[config.mk]
export PLATFORM = sky130hd
export DESIGN_NAME = pll_ctrl
export DESIGN_NICKNAME = d
export VERILOG_FILES = /design/src/rtl/pll_ctrl_pkg.sv /design/src/rtl/pll_lock_filter.sv /design/src/rtl/pll_ctrl.sv
export SDC_FILE = /design/constraint.sdc
export NUM_CORES = 1
export LEC_CHECK = 0
export CAP_MARGIN = 20
export CORE_UTILIZATION = 53
export CTS_CLUSTER_SIZE = 10
export DETAILED_ROUTE_END_ITERATION = 6
export MAX_ROUTING_LAYER = met4
export PLACE_DENSITY = 0.76
export SLEW_MARGIN = 25
export SYNTH_ARGS = -nofsm -noshare
export SYNTH_HDL_FRONTEND = slang
export SYNTH_SLANG_ARGS = --single-unit
[constraint.sdc]
create_clock -name rclk -period 5.6 [get_ports rclk]
set_clock_uncertainty 0.15 [all_clocks]
set_input_delay 1.4 -clock rclk [delete_from_list [all_inputs] [get_ports rclk]]
set_output_delay 1.4 -clock rclk [all_outputs]
set_load 0.01 [all_outputs]
[src/rtl/pll_ctrl_pkg.sv]
// Shared types and helpers for the PLL enable/lock controller.
package pll_ctrl_pkg;

  typedef enum logic [2:0] {
    StIdle,
    StWaitLock,
    StLocked,
    StOff,
    StFail
  } pll_ctrl_state_e;

  // A zero divider is not a legal PLL setting; treat it as divide-by-one.
  function automatic logic [7:0] map_fbdiv(input logic [7:0] fbdiv);
    return (fbdiv == 8'd0) ? 8'd1 : fbdiv;
  endfunction

endpackage

[src/rtl/pll_lock_filter.sv]
// Counts consecutive lock-low cycles; pulses lost when LOSS_FILTER of them are seen.
module pll_lock_filter #(
  parameter int unsigned LOSS_FILTER = 2
) (
  input  logic rclk,
  input  logic rst,
  input  logic clear,
  input  logic lock,
  output logic lost
);

  localparam int unsigned CW = $clog2(LOSS_FILTER + 1);

  logic [CW-1:0] cnt_q, cnt_d;

  always_comb begin
    lost  = !clear && !lock && (cnt_q == CW'(LOSS_FILTER - 1));
    cnt_d = cnt_q;
    if (clear || lock || lost) begin
      cnt_d = '0;
    end else begin
      cnt_d = cnt_q + CW'(1);
    end
  end

  always_ff @(posedge rclk or posedge rst) begin
    if (rst) begin
      cnt_q <= '0;
    end else begin
      cnt_q <= cnt_d;
    end
  end

endmodule

[src/rtl/pll_ctrl.sv]
// PLL enable sequencer: lock wait with timeout/retry, loss-of-lock filtering,
// and divider changes applied only while the PLL is disabled.
module pll_ctrl
  import pll_ctrl_pkg::*;
#(
  parameter int unsigned LOCK_TIMEOUT = 4096,
  parameter int unsigned OFF_CYCLES   = 4,
  parameter int unsigned MAX_RETRY    = 3,
  parameter int unsigned LOSS_FILTER  = 2
) (
  input  logic       rclk,
  input  logic       rst,
  input  logic       req,
  input  logic [7:0] fbdiv_in,
  input  logic       lock,
  output logic       pll_en,
  output logic [7:0] pll_fbdiv,
  output logic       ready,
  output logic       fail,
  output logic       lost_lock,
  output logic [1:0] retry_cnt
);

  localparam int unsigned TW = $clog2(LOCK_TIMEOUT + 1);
  localparam int unsigned OW = $clog2(OFF_CYCLES + 1);
  localparam int unsigned RW = (MAX_RETRY < 3) ? 2 : $clog2(MAX_RETRY + 1);

  pll_ctrl_state_e state_q, state_d;
  logic [TW-1:0]   timer_q, timer_d;
  logic [OW-1:0]   off_q, off_d;
  logic [RW-1:0]   retry_q, retry_d;
  logic [7:0]      fbdiv_q, fbdiv_d;
  logic            pll_en_q, ready_q, fail_q, lost_q, lost_d;
  logic            lost;

  pll_lock_filter #(
    .LOSS_FILTER (LOSS_FILTER)
  ) u_lock_filter (
    .rclk  (rclk),
    .rst   (rst),
    .clear (state_q != StLocked),
    .lock  (lock),
    .lost  (lost)
  );

  always_comb begin
    state_d = state_q;
    timer_d = timer_q;
    off_d   = off_q;
    retry_d = retry_q;
    fbdiv_d = fbdiv_q;
    lost_d  = 1'b0;
    if (!req) begin
      state_d = StIdle;
      timer_d = '0;
      off_d   = '0;
      retry_d = '0;
    end else begin
      unique case (state_q)
        StIdle: begin
          state_d = StWaitLock;
          fbdiv_d = map_fbdiv(fbdiv_in);
          timer_d = '0;
          retry_d = '0;
        end
        StWaitLock: begin
          if (lock) begin
            state_d = StLocked;
            timer_d = '0;
          end else if (timer_q == TW'(LOCK_TIMEOUT - 1)) begin
            timer_d = '0;
            off_d   = '0;
            if (retry_q < RW'(MAX_RETRY)) begin
              retry_d = retry_q + RW'(1);
              state_d = StOff;
            end else begin
              state_d = StFail;
            end
          end else begin
            timer_d = timer_q + TW'(1);
          end
        end
        StLocked: begin
          if (lost) begin
            lost_d  = 1'b1;
            retry_d = '0;
            off_d   = '0;
            state_d = StOff;
          end else if (map_fbdiv(fbdiv_in) != fbdiv_q) begin
            off_d   = '0;
            state_d = StOff;
          end
        end
        StOff: begin
          if (off_q == OW'(OFF_CYCLES - 1)) begin
            state_d = StWaitLock;
            fbdiv_d = map_fbdiv(fbdiv_in);
            timer_d = '0;
            off_d   = '0;
          end else begin
            off_d = off_q + OW'(1);
          end
        end
        StFail:  ;
        default: state_d = StIdle;
      endcase
    end
  end

  // Outputs are registered from the next state so they line up with state_q.
  always_ff @(posedge rclk or posedge rst) begin
    if (rst) begin
      state_q  <= StIdle;
      timer_q  <= '0;
      off_q    <= '0;
      retry_q  <= '0;
      fbdiv_q  <= 8'd1;
      pll_en_q <= 1'b0;
      ready_q  <= 1'b0;
      fail_q   <= 1'b0;
      lost_q   <= 1'b0;
    end else begin
      state_q  <= state_d;
      timer_q  <= timer_d;
      off_q    <= off_d;
      retry_q  <= retry_d;
      fbdiv_q  <= fbdiv_d;
      pll_en_q <= (state_d == StWaitLock) || (state_d == StLocked);
      ready_q  <= (state_d == StLocked);
      fail_q   <= (state_d == StFail);
      lost_q   <= lost_d;
    end
  end

  assign pll_en    = pll_en_q;
  assign pll_fbdiv = fbdiv_q;
  assign ready     = ready_q;
  assign fail      = fail_q;
  assign lost_lock = lost_q;
  assign retry_cnt = (retry_q > RW'(3)) ? 2'd3 : retry_q[1:0];

endmodule

==> results.ini, run 1 <==
[yosys]
syn_inst=191
syn_area_sq_um=1920
syn_nets=207
synth_area_per_cell_sq_um=10.1
synth.largest_area_cell=dfrtp_1
synth_ff_type=dfrtp_1
synth_top_area_share_pct=44.2
yosysMostFrequentCell=dfrtp_1
synth_edf_count=0
ys_warn_count=0
ys_ff_latch=35
synth.area.top_cells=dfrtp_1 44%, xor2_1 5.0%, mux2_1 4.1%
yosys-top-cells-count=34 x dfrtp_1, 19 x nor2_1, 11 x inv_1, 11 x xor2_1, 9 x nand2_1
async_flop_share_pct=100
synth-seq-area-share_pct=45.6
synth.distinct_cells=53

[routing]
drc=0
vias_per_cell=5.87
wl_per_cell_um=14.5
drtIter0Drc=90
dr.pass1.iters=4
vias=1573
drt_wl_total_um=3890
ant_nets=0

[layout]
regArea_sq_um=877
fill_cells=269
num_antenna_cells=0
drive_above_1_share_pct=9.91
syn_to_final_growth_pct=18.9
nets=237
multi_input_area_sq_um=988

[sta]
fin_crit_sh_pct=57.9
clock.fmax_mhz=308
tns_ns=0
max-slew-margin-rel_pct=58.9
finalHoldViolations=0
rsz0062_at_grt=false
setup_violations=0
maxSlewViolCount=0
setup_ws_ns=2.36
layout_min_cycle_time_ns=3.24
worst_slew_pin_slew_ns=0.611

[worst_setup_path]
path_class=input pin to flop
path_max_fanout=5
startpoint=fbdiv_in[4]
crit_slowest_cell=or4_1
r2r-start=timer_q[0]$_DFFE_PP0P_
arrival_ns=3.32
cpLargestDelayFamily=simple AND/OR/NAND/NOR gates
cp.required_ns=5.68
crit_buf_inv=1
crit_path_end_kind=flop
cp-start-kind=input pin
crit_chain=clkdlybuf4s50_1 -> or4_1 -> nor4_1 -> a22o_2 -> nor4_4 -> a221o_1
slowest_delay_ns=0.59

[floorplan]
dieArea_sq_um=3870
dieWidth_um=62.2
core_sq_um=3420
rows=21
start_util_pct=56.3
io_pins=26
dieHeight_um=62.2

[clock_network]
cts.repair.resized=0
cts_buffers=5
cts_buffer_depth=2
clkTransAtPathRegs_ns=0.10
htreeDepth=2
cts_tree=done
cts_sinks=35
clk_latency_ns=0.34
cts-root-buf=clkbuf_4
post_cts.repair.setup_buffers=0
ctsHoldBuffers=0

[worst_hold_path]
hold_class=flop to flop
worst_hold_startpoint=u_lock_filter.cnt_q[0]$_DFF_PP0_

[global_route]
antenna_found_initial=0
grt_pass1_wl_um=6720
track_usage_pct=22.7
grt_max_degree=36
gr-total-overflow=0
grt_pass1_vias=1515

[power_and_ir_drop]
vdd_ir_drop_max_uv=118
power_uw=597
powerDensity_nw_per_um2=261
p_leak_nw=0.968

[outcome]
status=finished clean

[placement]
gp_congestion=0.910
dpl.hpwl_um=2810
io_buffers=25
place_ws_ns=2.01

[job]
maxCapViolations=0

-- power breakdown --
group          leakage, nW  switching, mW  internal (mW)  total [mW]
Combinational        0.468         0.0728         0.0789       0.152
Sequential           0.464         0.0219          0.278       0.300
Clock               0.0353         0.0847         0.0608       0.145
-- state kept, by name (all words and copies together), names as in the netlist --
name                 count
fail                     1
lost_lock                1
off_q                    3
pll_en                   1
pll_fbdiv                8
ready                    1
retry_q                  2
state_q                  3
timer_q                 13
u_lock_filter.cnt_q      2
-- metrics by stage --
step | hold slack (ns) | cell area, sq um | instances | util [%]
after floorplan | 0.268 | 1920 | 191 | -
after global placement | 0.280 | 2230 | 260 | 65.2
after detailed placement | 0.306 | 2230 | 260 | 65.2
after CTS | 0.319 | 2290 | 268 | 66.9
after global routing | 0.339 | 2290 | 268 | 66.9
final | 0.314 | 2290 | 268 | 66.9
-- placed cells by master (no fill, tap or decap), types with 5 or more instances in the layout --
master,synthesis,final
dfrtp_1,34,34
clkdlybuf4s50_1,0,25
nor2_1,19,19
inv_1,11,11
xor2_1,11,11
nand2_1,9,9
o21ai_0,8,8
mux2_1,7,7
nor4_1,6,6
nand2b_1,5,5
nand3_1,5,5
a21oi_1,5,5
clkbuf_4,0,5
-- kinds of logic (layout without fill, tap and decap cells) --
family | after synthesis | in the layout | synth area share, %
AO/OA/AOI/OAI | 42 | 42 | 15.9
XOR/XNOR | 13 | 13 | 5.92
adder cells (fa/ha/maj) | 4 | 4 | 2.60
buffers and inverters | 15 | 46 | 2.99
flip-flops | 35 | 35 | 45.6
multiplexers | 9 | 9 | 5.21
AND/OR/NAND/NOR | 73 | 73 | 21.8
-- layout make-up --
class | instances | area share (%)
Timing Repair Buffer | 26 | 11.3
Clock buffer | 7 | 2.41
Inverter | 12 | 1.97
Multi-Input combinational cell | 141 | 43.2
Sequential cell | 35 | 38.4
Clock inverter | 1 | 0.219
Tap cell | 46 | 2.52
-- metal layers --
layer,up-vias,global-route usage [%],wire length [um]
met5,-,-,0
met4,0,8.72,65
met3,6,5.70,266
met2,69,36.7,1830
met1,746,27.5,1730
li1,752,-,-
-- final timing paths --
| kind | endpoint | slack, ns | cells after the start |
|---|---|---|---|
| worst min-delay path | u_lock_filter.cnt_q[0]$_DFF_PP0_ | 0.31 | 1 |
| worst min register to register | u_lock_filter.cnt_q[0]$_DFF_PP0_ | 0.31 | 1 |
| worst max-delay path | pll_en$_DFF_PP0_ | 2.36 | 6 |
| min in group asynchronous | pll_fbdiv[4]$_DFFE_PP0P_ | 1.28 | 3 |
| worst max register to register | timer_q[6]$_DFFE_PP0P_ | 3.29 | 6 |
| max in group asynchronous | pll_fbdiv[0]$_DFFE_PP1P_ | 3.67 | 3 |
-- worst reg2reg max path: cells and delay by family (launching register included) --
kind	cells	cell delay, ns
adders and majority gates	1	0.23
and+or+nand+nor	5	1.39
DFF	1	0.41
Note: power is estimated with default switching activity, not from simulation.
==> run 2, diff against run 1 <==
==> constraint.sdc (replaced) <==
create_clock -name rclk -period 3 [get_ports rclk]
set_clock_uncertainty 0.15 [all_clocks]
set_input_delay 0.75 -clock rclk [delete_from_list [all_inputs] [get_ports rclk]]
set_output_delay 0.75 -clock rclk [all_outputs]
set_load 0.01 [all_outputs]
==> run 2 against run 1 <==
  * Combinational power rose by 96%
  * First-iteration DRC count down 16%
  * Cell count up 1.9%
  * Sequential power up 88%
  * Die area stayed put
  * Routed wire length is 7.8% higher
  * Critical path depth did not move
  * Global-route usage grew 2.8 points
  * Power grew 93%
  * Non-clock buffer count increased by 5
  * Register-to-register slack worse by 2.5 ns
  * Largest cell class unchanged
==> results.ini, run 2 (synthesis results as in run 1) <==
[clock_network]
ctsHoldBuffers=0  ; unchanged
post_cts.repair.setup_buffers=0  ; unchanged
cts_buffers=5  ; unchanged
cts_sinks=35  ; unchanged
clk_latency_ns=0.34  ; about the same
cts.repair.resized=0  ; unchanged
cts_tree=done
htreeDepth=2  ; unchanged
clkTransAtPathRegs_ns=0.10  ; about the same
cts_buffer_depth=2  ; unchanged
cts-root-buf=clkbuf_4

[sta]
finalHoldViolations=0  ; unchanged
tns_ns=0  ; unchanged
rsz0062_at_grt=false
maxSlewViolCount=0  ; unchanged
clock.fmax_mhz=378
layout_min_cycle_time_ns=2.65
setup_ws_ns=0.351  ; -2.00 ns
max-slew-margin-rel_pct=61.9  ; +3.0 points
fin_crit_sh_pct=88.3
worst_slew_pin_slew_ns=0.564  ; -0.0466 ns
setup_violations=0  ; unchanged
hold_slack_ns=0.303  ; -0.0105 ns

[power_and_ir_drop]
power.switching_uw=343  ; +91%
vdd_ir_drop_max_uv=276  ; +130%
comb_power_share_pct=25.9  ; +0.5 points
powerDensity_nw_per_um2=494  ; +89%
pwr-share-seq_pct=49.0  ; -1.2 points
switching_share_pct=29.7  ; -0.29 points
p_leak_nw=0.997  ; +3.0%
clockPowerShare_pct=25.1  ; +0.7 points
p_int_uw=810  ; +94%

[layout]
largest-register=timer_q
num_antenna_cells=0  ; unchanged
final_util_pct=68.3  ; +1.4 points
drive_above_1_share_pct=11.9  ; +2.0 points
layout_common_cells=34 x dfrtp_1, 25 x clkdlybuf4s50_1, 19 x nor2_1
nets=242  ; +2.1%
largest_reg_flops=13  ; unchanged
layout_commonest_cell=dfrtp_1
syn_to_final_growth_pct=21.3

[worst_setup_path]
cp-start-kind=input pin
cp.required_ns=3.08  ; -2.60 ns
path_class=input pin to flop
path_max_fanout=5  ; unchanged
crit_path_end_kind=flop
arrival_ns=2.73  ; -0.59 ns

[placement]
place_ws_ns=0.00290  ; -2.00 ns
dpl.hpwl_um=3150  ; +12%
io_buffers=25  ; unchanged
gp_congestion=0.868  ; -4.6%

[routing]
top_layer=met4
dr.pass1.iters=4  ; unchanged
wl_per_cell_um=15.4  ; +5.8%
ant_nets=0  ; unchanged
drt_wl_total_um=4190  ; +7.8%
wl_met1_um=1800  ; +4.0%
vias=1584  ; +0.70%
drc=0  ; unchanged
drtIter0Drc=76  ; -16%
wl_met3_um=243  ; -8.6%
vias_per_cell=5.80  ; -1.1%
met2_length_um=2090  ; +15%

[floorplan]
dieHeight_um=62.2  ; unchanged
core_sq_um=3420  ; unchanged
dieWidth_um=62.2  ; unchanged
rows=21  ; unchanged
start_util_pct=56.3  ; unchanged
io_pins=26  ; unchanged
dieArea_sq_um=3870  ; unchanged

[worst_hold_path]
hold_class=flop to flop

[global_route]
antenna_found_initial=0  ; unchanged
track_usage_pct=25.6  ; +2.8 points
gr-total-overflow=0  ; unchanged
grt_max_degree=36  ; unchanged
grt_pass1_wl_um=7540  ; +12%
grt_pass1_vias=1701  ; +12%

[job]
maxCapViolations=0  ; unchanged

[outcome]
status=finished clean

## run 2: final cells by class
cell class / count / area, sq um
fillers: 296 / 1080
multi-input cells: 141 / 988
flip-flops and latches: 35 / 877
repair buffers: 31 / 295
clock buffers: 8 / 68.8
well taps: 46 / 57.6
inverters: 12 / 45.0
## run 2: metal layers
layer	vias up	global-route usage [%]
met5	-	-
met2	53	40.9
li1	761	-
met4	0	10.2
met3	6	6.80
met1	764	30.8
## run 2: critical path, stage by stage
cell and delay, ns:
clkdlybuf4s50_1 0.45, or4_1 0.59, nor4_1 0.31, a22o_2 0.26, nor4_4 0.07, a221o_1 0.28
## run 2: final timing paths
| path | depth (start not counted) | startpoint | end | slack [ns] |
|---|---|---|---|---|
| setup reg to reg | 6 | timer_q[1]$_DFFE_PP0P_ | retry_q[0]$_DFFE_PP0P_ | 0.78 |
| hold / removal | 1 | u_lock_filter.cnt_q[0]$_DFF_PP0_ | u_lock_filter.cnt_q[0]$_DFF_PP0_ | 0.30 |
| max in group asynchronous | 3 | rst | pll_fbdiv[0]$_DFFE_PP1P_ | 1.72 |
| hold reg to reg | 1 | u_lock_filter.cnt_q[0]$_DFF_PP0_ | u_lock_filter.cnt_q[0]$_DFF_PP0_ | 0.30 |
| min in group asynchronous | 3 | rst | pll_fbdiv[4]$_DFFE_PP0P_ | 0.65 |
| setup / recovery | 6 | fbdiv_in[4] | pll_en$_DFF_PP0_ | 0.35 |
## run 2: power by group through the flow
stage / Sequential [mW] / Combinational (mW) / Clock (mW)
global placement: 0.566 / 0.285 / 0
detailed placement: 0.574 / 0.298 / 0
floorplan: 0.579 / 0.148 / 0
CTS: 0.564 / 0.299 / 0.301
finish: 0.565 / 0.298 / 0.289
global route: 0.571 / 0.326 / 0.326
## run 2: stage by stage
step,std cells,instance area (sq um),power (mW)
CTS,273,2330,1.16
floorplan,191,1920,0.727
global placement,265,2260,0.851
finish,273,2330,1.15
global route,273,2330,1.22
detailed placement,265,2260,0.872
==> RTL edit 1 (settings of run 1) <==
Register the output `retry_cnt`, with the module's reset; this adds one clock of latency there. The other outputs are not delayed to match.
--- a/src/rtl/pll_ctrl.sv
+++ b/src/rtl/pll_ctrl.sv
@@ -137,7 +137,13 @@
   assign ready     = ready_q;
   assign fail      = fail_q;
   assign lost_lock = lost_q;
-  assign retry_cnt = (retry_q > RW'(3)) ? 2'd3 : retry_q[1:0];
+  always_ff @(posedge rclk or posedge rst) begin
+    if (rst) begin
+      retry_cnt <= '0;
+    end else begin
+      retry_cnt <= (retry_q > RW'(3)) ? 2'd3 : retry_q[1:0];
+    end
+  end
 
 endmodule
 
Behaviour: same outputs for any inputs over 10 cycles, from zero or initial values and one cycle with rst high; that may be too few to reach the edited logic, so the function may still have changed.
==> RTL edit 1 against run 1 <==
Power decreased by 11%. Global-route usage is 2.2 points higher. Sequential cell count rose by 2. Wire length rose by 4.4%. Synthesized area shrank 0.78%. Worst setup slack lost 0.18 ns. Final area fell by 1.5%. Critical path type unchanged. Critical endpoint is now off_q[0]. Largest power group unchanged.
==> RTL edit 1: results (changes against run 1) <==
outcome: "finished, final reports clean"
worstMarginPinSlew_ns: 0.807  # +0.196 ns
route.met3.wl_um: 167  # -37%
buffer_area_share_pct: 11.4  # +0.17 points
power_leakage_nw: 0.991  # +2.4%
dp_hpwl_um: 3030  # +7.8%
n_all_inverters: 6  # -6
grt_max_degree: 38  # +5.6%
drt_iter0_markers: 94  # +4.4%
drive_above_1_share_pct: 7.41  # -2.5 points
dpl_cell_area_mm2: 0.00220  # -1.3%
vias: 1567  # -0.38%
met1Wirelength_um: 1860  # +7.2%
path_max_fanout: 3  # -2
ys_seq_elements: 37  # +5.7%
synth_commonest_cells: "dfrtp_1, nor2_1, nand2_1"
regArea_um2: 927  # +5.7%
dp_slack_ns: 1.81  # -0.199 ns
grt_pass1_wl_um: 6610  # -1.6%
dr_wl_met2_um: 1930  # +5.7%
wl_per_cell_um: 15.5  # +6.8%
track_usage_pct: 25.0  # +2.2 points
cpPeakStageDelay_ns: 0.55  # -0.04 ns
routabilityCongestion: 0.888  # -2.4%
finalNetCount: 231  # -2.5%
use_met1_pct: 32.8  # +5.3 points
gr-usage-met3_pct: 5.80  # +0.099 points
nMultiInputCombCells: 139  # -1.4%
ir_drop_mv: 0.150  # +27%
post_synth_num_cell_types: 44  # -17%
grt_antenna_before_repair: 0  # unchanged
multi_input_area_share_pct: 41.4  # -1.9 points
fillers: 274  # +1.9%
crit_arrival_ns: 3.51  # +0.19 ns
final_area_mm2: 0.00225  # -1.5%
## RTL edit 1: through the flow
step / total power [mW] / util, % / instances
3_3_place_gp: 0.399 / 64.8 / 254
5_1_grt: 0.559 / 66.4 / 262
3_5_place_dp: 0.403 / 64.8 / 254
6_report: 0.533 / 66.4 / 262
4_1_cts: 0.539 / 66.4 / 262
2_1_floorplan: 0.352 / - / 189
## RTL edit 1: path summary, 6_finish.rpt
kind | startpoint | to | slack, ns | depth (start not counted)
max | fbdiv_in[4] | off_q[0] | 2.17 | 6
min | retry_q[1] | retry_cnt[1] | 0.28 | 0
max reg2reg | state_q[2] | timer_q[8] | 3.23 | 5
min reg2reg | retry_q[1] | retry_cnt[1] | 0.28 | 0
max in group asynchronous | rst | pll_fbdiv[0] | 3.64 | 3
min in group asynchronous | rst | retry_q[1] | 1.31 | 3
## RTL edit 1: power by group through the flow
| stage | Clock [mW] | Combinational, mW | Sequential, mW |
|---|---|---|---|
| 6_report | 0.136 | 0.101 | 0.296 |
| 5_1_grt | 0.148 | 0.112 | 0.299 |
| 4_1_cts | 0.141 | 0.102 | 0.296 |
| 3_5_place_dp | 0 | 0.101 | 0.302 |
| 3_3_place_gp | 0 | 0.0979 | 0.301 |
| 2_1_floorplan | 0 | 0.0470 | 0.305 |
## RTL edit 1: cells by family (layout without fill, tap and decap cells)
kind of cell | count (synthesis) | in the layout | synth area share (%)
adders and majority gates | 4 | 4 | 2.62
AOI/OAI and AO/OA | 47 | 47 | 16.1
and+or+nand+nor | 68 | 68 | 19.5
DFF | 37 | 37 | 48.6
xor gates and xnor gates | 10 | 10 | 4.59
muxes | 10 | 10 | 6.03
buffers and inverters | 13 | 40 | 2.56
==> RTL edit 2 (flow settings as in run 1) <==
Made on the original files. `OFF_CYCLES`: 4 -> 2.
--- a/src/rtl/pll_ctrl.sv
+++ b/src/rtl/pll_ctrl.sv
@@ -4,7 +4,7 @@
   import pll_ctrl_pkg::*;
 #(
   parameter int unsigned LOCK_TIMEOUT = 4096,
-  parameter int unsigned OFF_CYCLES   = 4,
+  parameter int unsigned OFF_CYCLES   = 2,
   parameter int unsigned MAX_RETRY    = 3,
   parameter int unsigned LOSS_FILTER  = 2
 ) (
Function: changed (Yosys sat finds a counterexample within 10 cycles, from zero or initial values and one cycle with rst high).
==> RTL edit 2 against run 1 <==
Final area is 3.1% higher. Via count increased by 2.2%. Sequential cell count fell by 1. Critical path depth unchanged. Power rose by 28%. Hold slack better by 0.012 ns. Worst setup slack lost 0.10 ns. Synthesized area is 3.8% higher. Fmax down 3.0%. Wire length increased by 8.1%.
==> RTL edit 2: results (changes against run 1) <==
finalNetCount: 238  # +0.42%
cpMaxStageDelayCell: "clkdlybuf4s50_1"
drt_iter0_markers: 109  # +21%
outcome: "finished, final reports clean"
grt_pass1_wl_um: 7270  # +8.2%
fillers: 284  # +5.6%
ys_top_cells_by_area: "dfrtp_1, mux2_2, nand2_1"
clkPwrFrac_pct: 23.9  # -0.5 points
grt_pass1_vias: 1617  # +6.7%
track_usage_pct: 24.3  # +1.6 points
ys_seq_elements: 34  # -2.9%
post_synth_num_cell_types: 61  # +15%
netlist_instances: 197  # +3.1%
routabilityCongestion: 0.916  # +0.64%
grt_max_degree: 35  # -2.8%
netSwitchingFraction_pct: 31.9  # +1.8 points
cpPeakStageDelay_ns: 0.63  # +0.04 ns
path_delay_family: "buffers and inverters"
viasPerCell: 5.95  # +1.4%
dp_hpwl_um: 3080  # +9.8%
rrSetupSlack_ns: 3.25  # -0.04 ns
p_switching_mw: 0.244  # +36%
wl_per_cell_um: 15.6  # +7.3%
p_comb_share_pct: 33.0  # +7.6 points
synth_commonest_cells: "dfrtp_1, nand2_1, nor2_1"
## RTL edit 2: cell count changes after synthesis, moves of 3 or more
cell / run 1 / this run
nand2_1: 9 / 15
nor3_1: 2 / 8
xnor2_1: 2 / 6
nand4_1: 2 / 5
nor2b_1: 4 / 1
o211ai_1: 4 / 0
mux2_2: 1 / 6
xor2_1: 11 / 5
mux2_1: 7 / 1
nor2_1: 19 / 13
## RTL edit 2: how the worst max path moves through the flow
stage / from / end / slack [ns] / cells past startpoint
floorplan: req / retry_q[0] / 2.64 / 7
global placement: req / retry_q[0] / 2.10 / 6
detailed placement: req / retry_q[0] / 1.99 / 6
CTS: req / retry_q[0] / 2.28 / 6
global route: req / retry_q[0] / 2.15 / 6
finish: req / retry_q[0] / 2.25 / 6
## RTL edit 2: logic make-up after synthesis
| family | share of synthesized area (%) |
|---|---|
| compound gates | 18.0 |
| fa+ha+maj | 1.88 |
| mux | 4.45 |
| flops | 42.7 |
| xor+xnor | 4.83 |
| buf+inv | 4.14 |
| simple gates | 24.0 |
## RTL edit 2: area by class of cell
cell class | instances | area, um2 | area share (%)
timing repair buffer | 26 | 258 | 10.9
tap | 46 | 57.6 | 2.44
multi-input combinational | 146 | 1060 | 45.0
sequential | 34 | 852 | 36.1
clock buffer | 7 | 86.3 | 3.66
inverter | 10 | 37.5 | 1.59
clock inverter | 1 | 5.00 | 0.212
## RTL edit 2: per-layer routing
layer,part of all wire (%),global-route usage [%],vias to the layer above
li1,-,-,766
met1,47,30.8,780
met2,47,37.2,48
met3,3.9,5.07,13
met4,2.7,11.4,0
met5,0,-,-
## RTL edit 2: metrics by stage
step                cell area [um2]  hold slack (ns)
floorplan                      2000            0.265
finish                         2360            0.325
CTS                            2360            0.344
global placement               2270            0.278
global route                   2360            0.354
detailed placement             2270            0.336
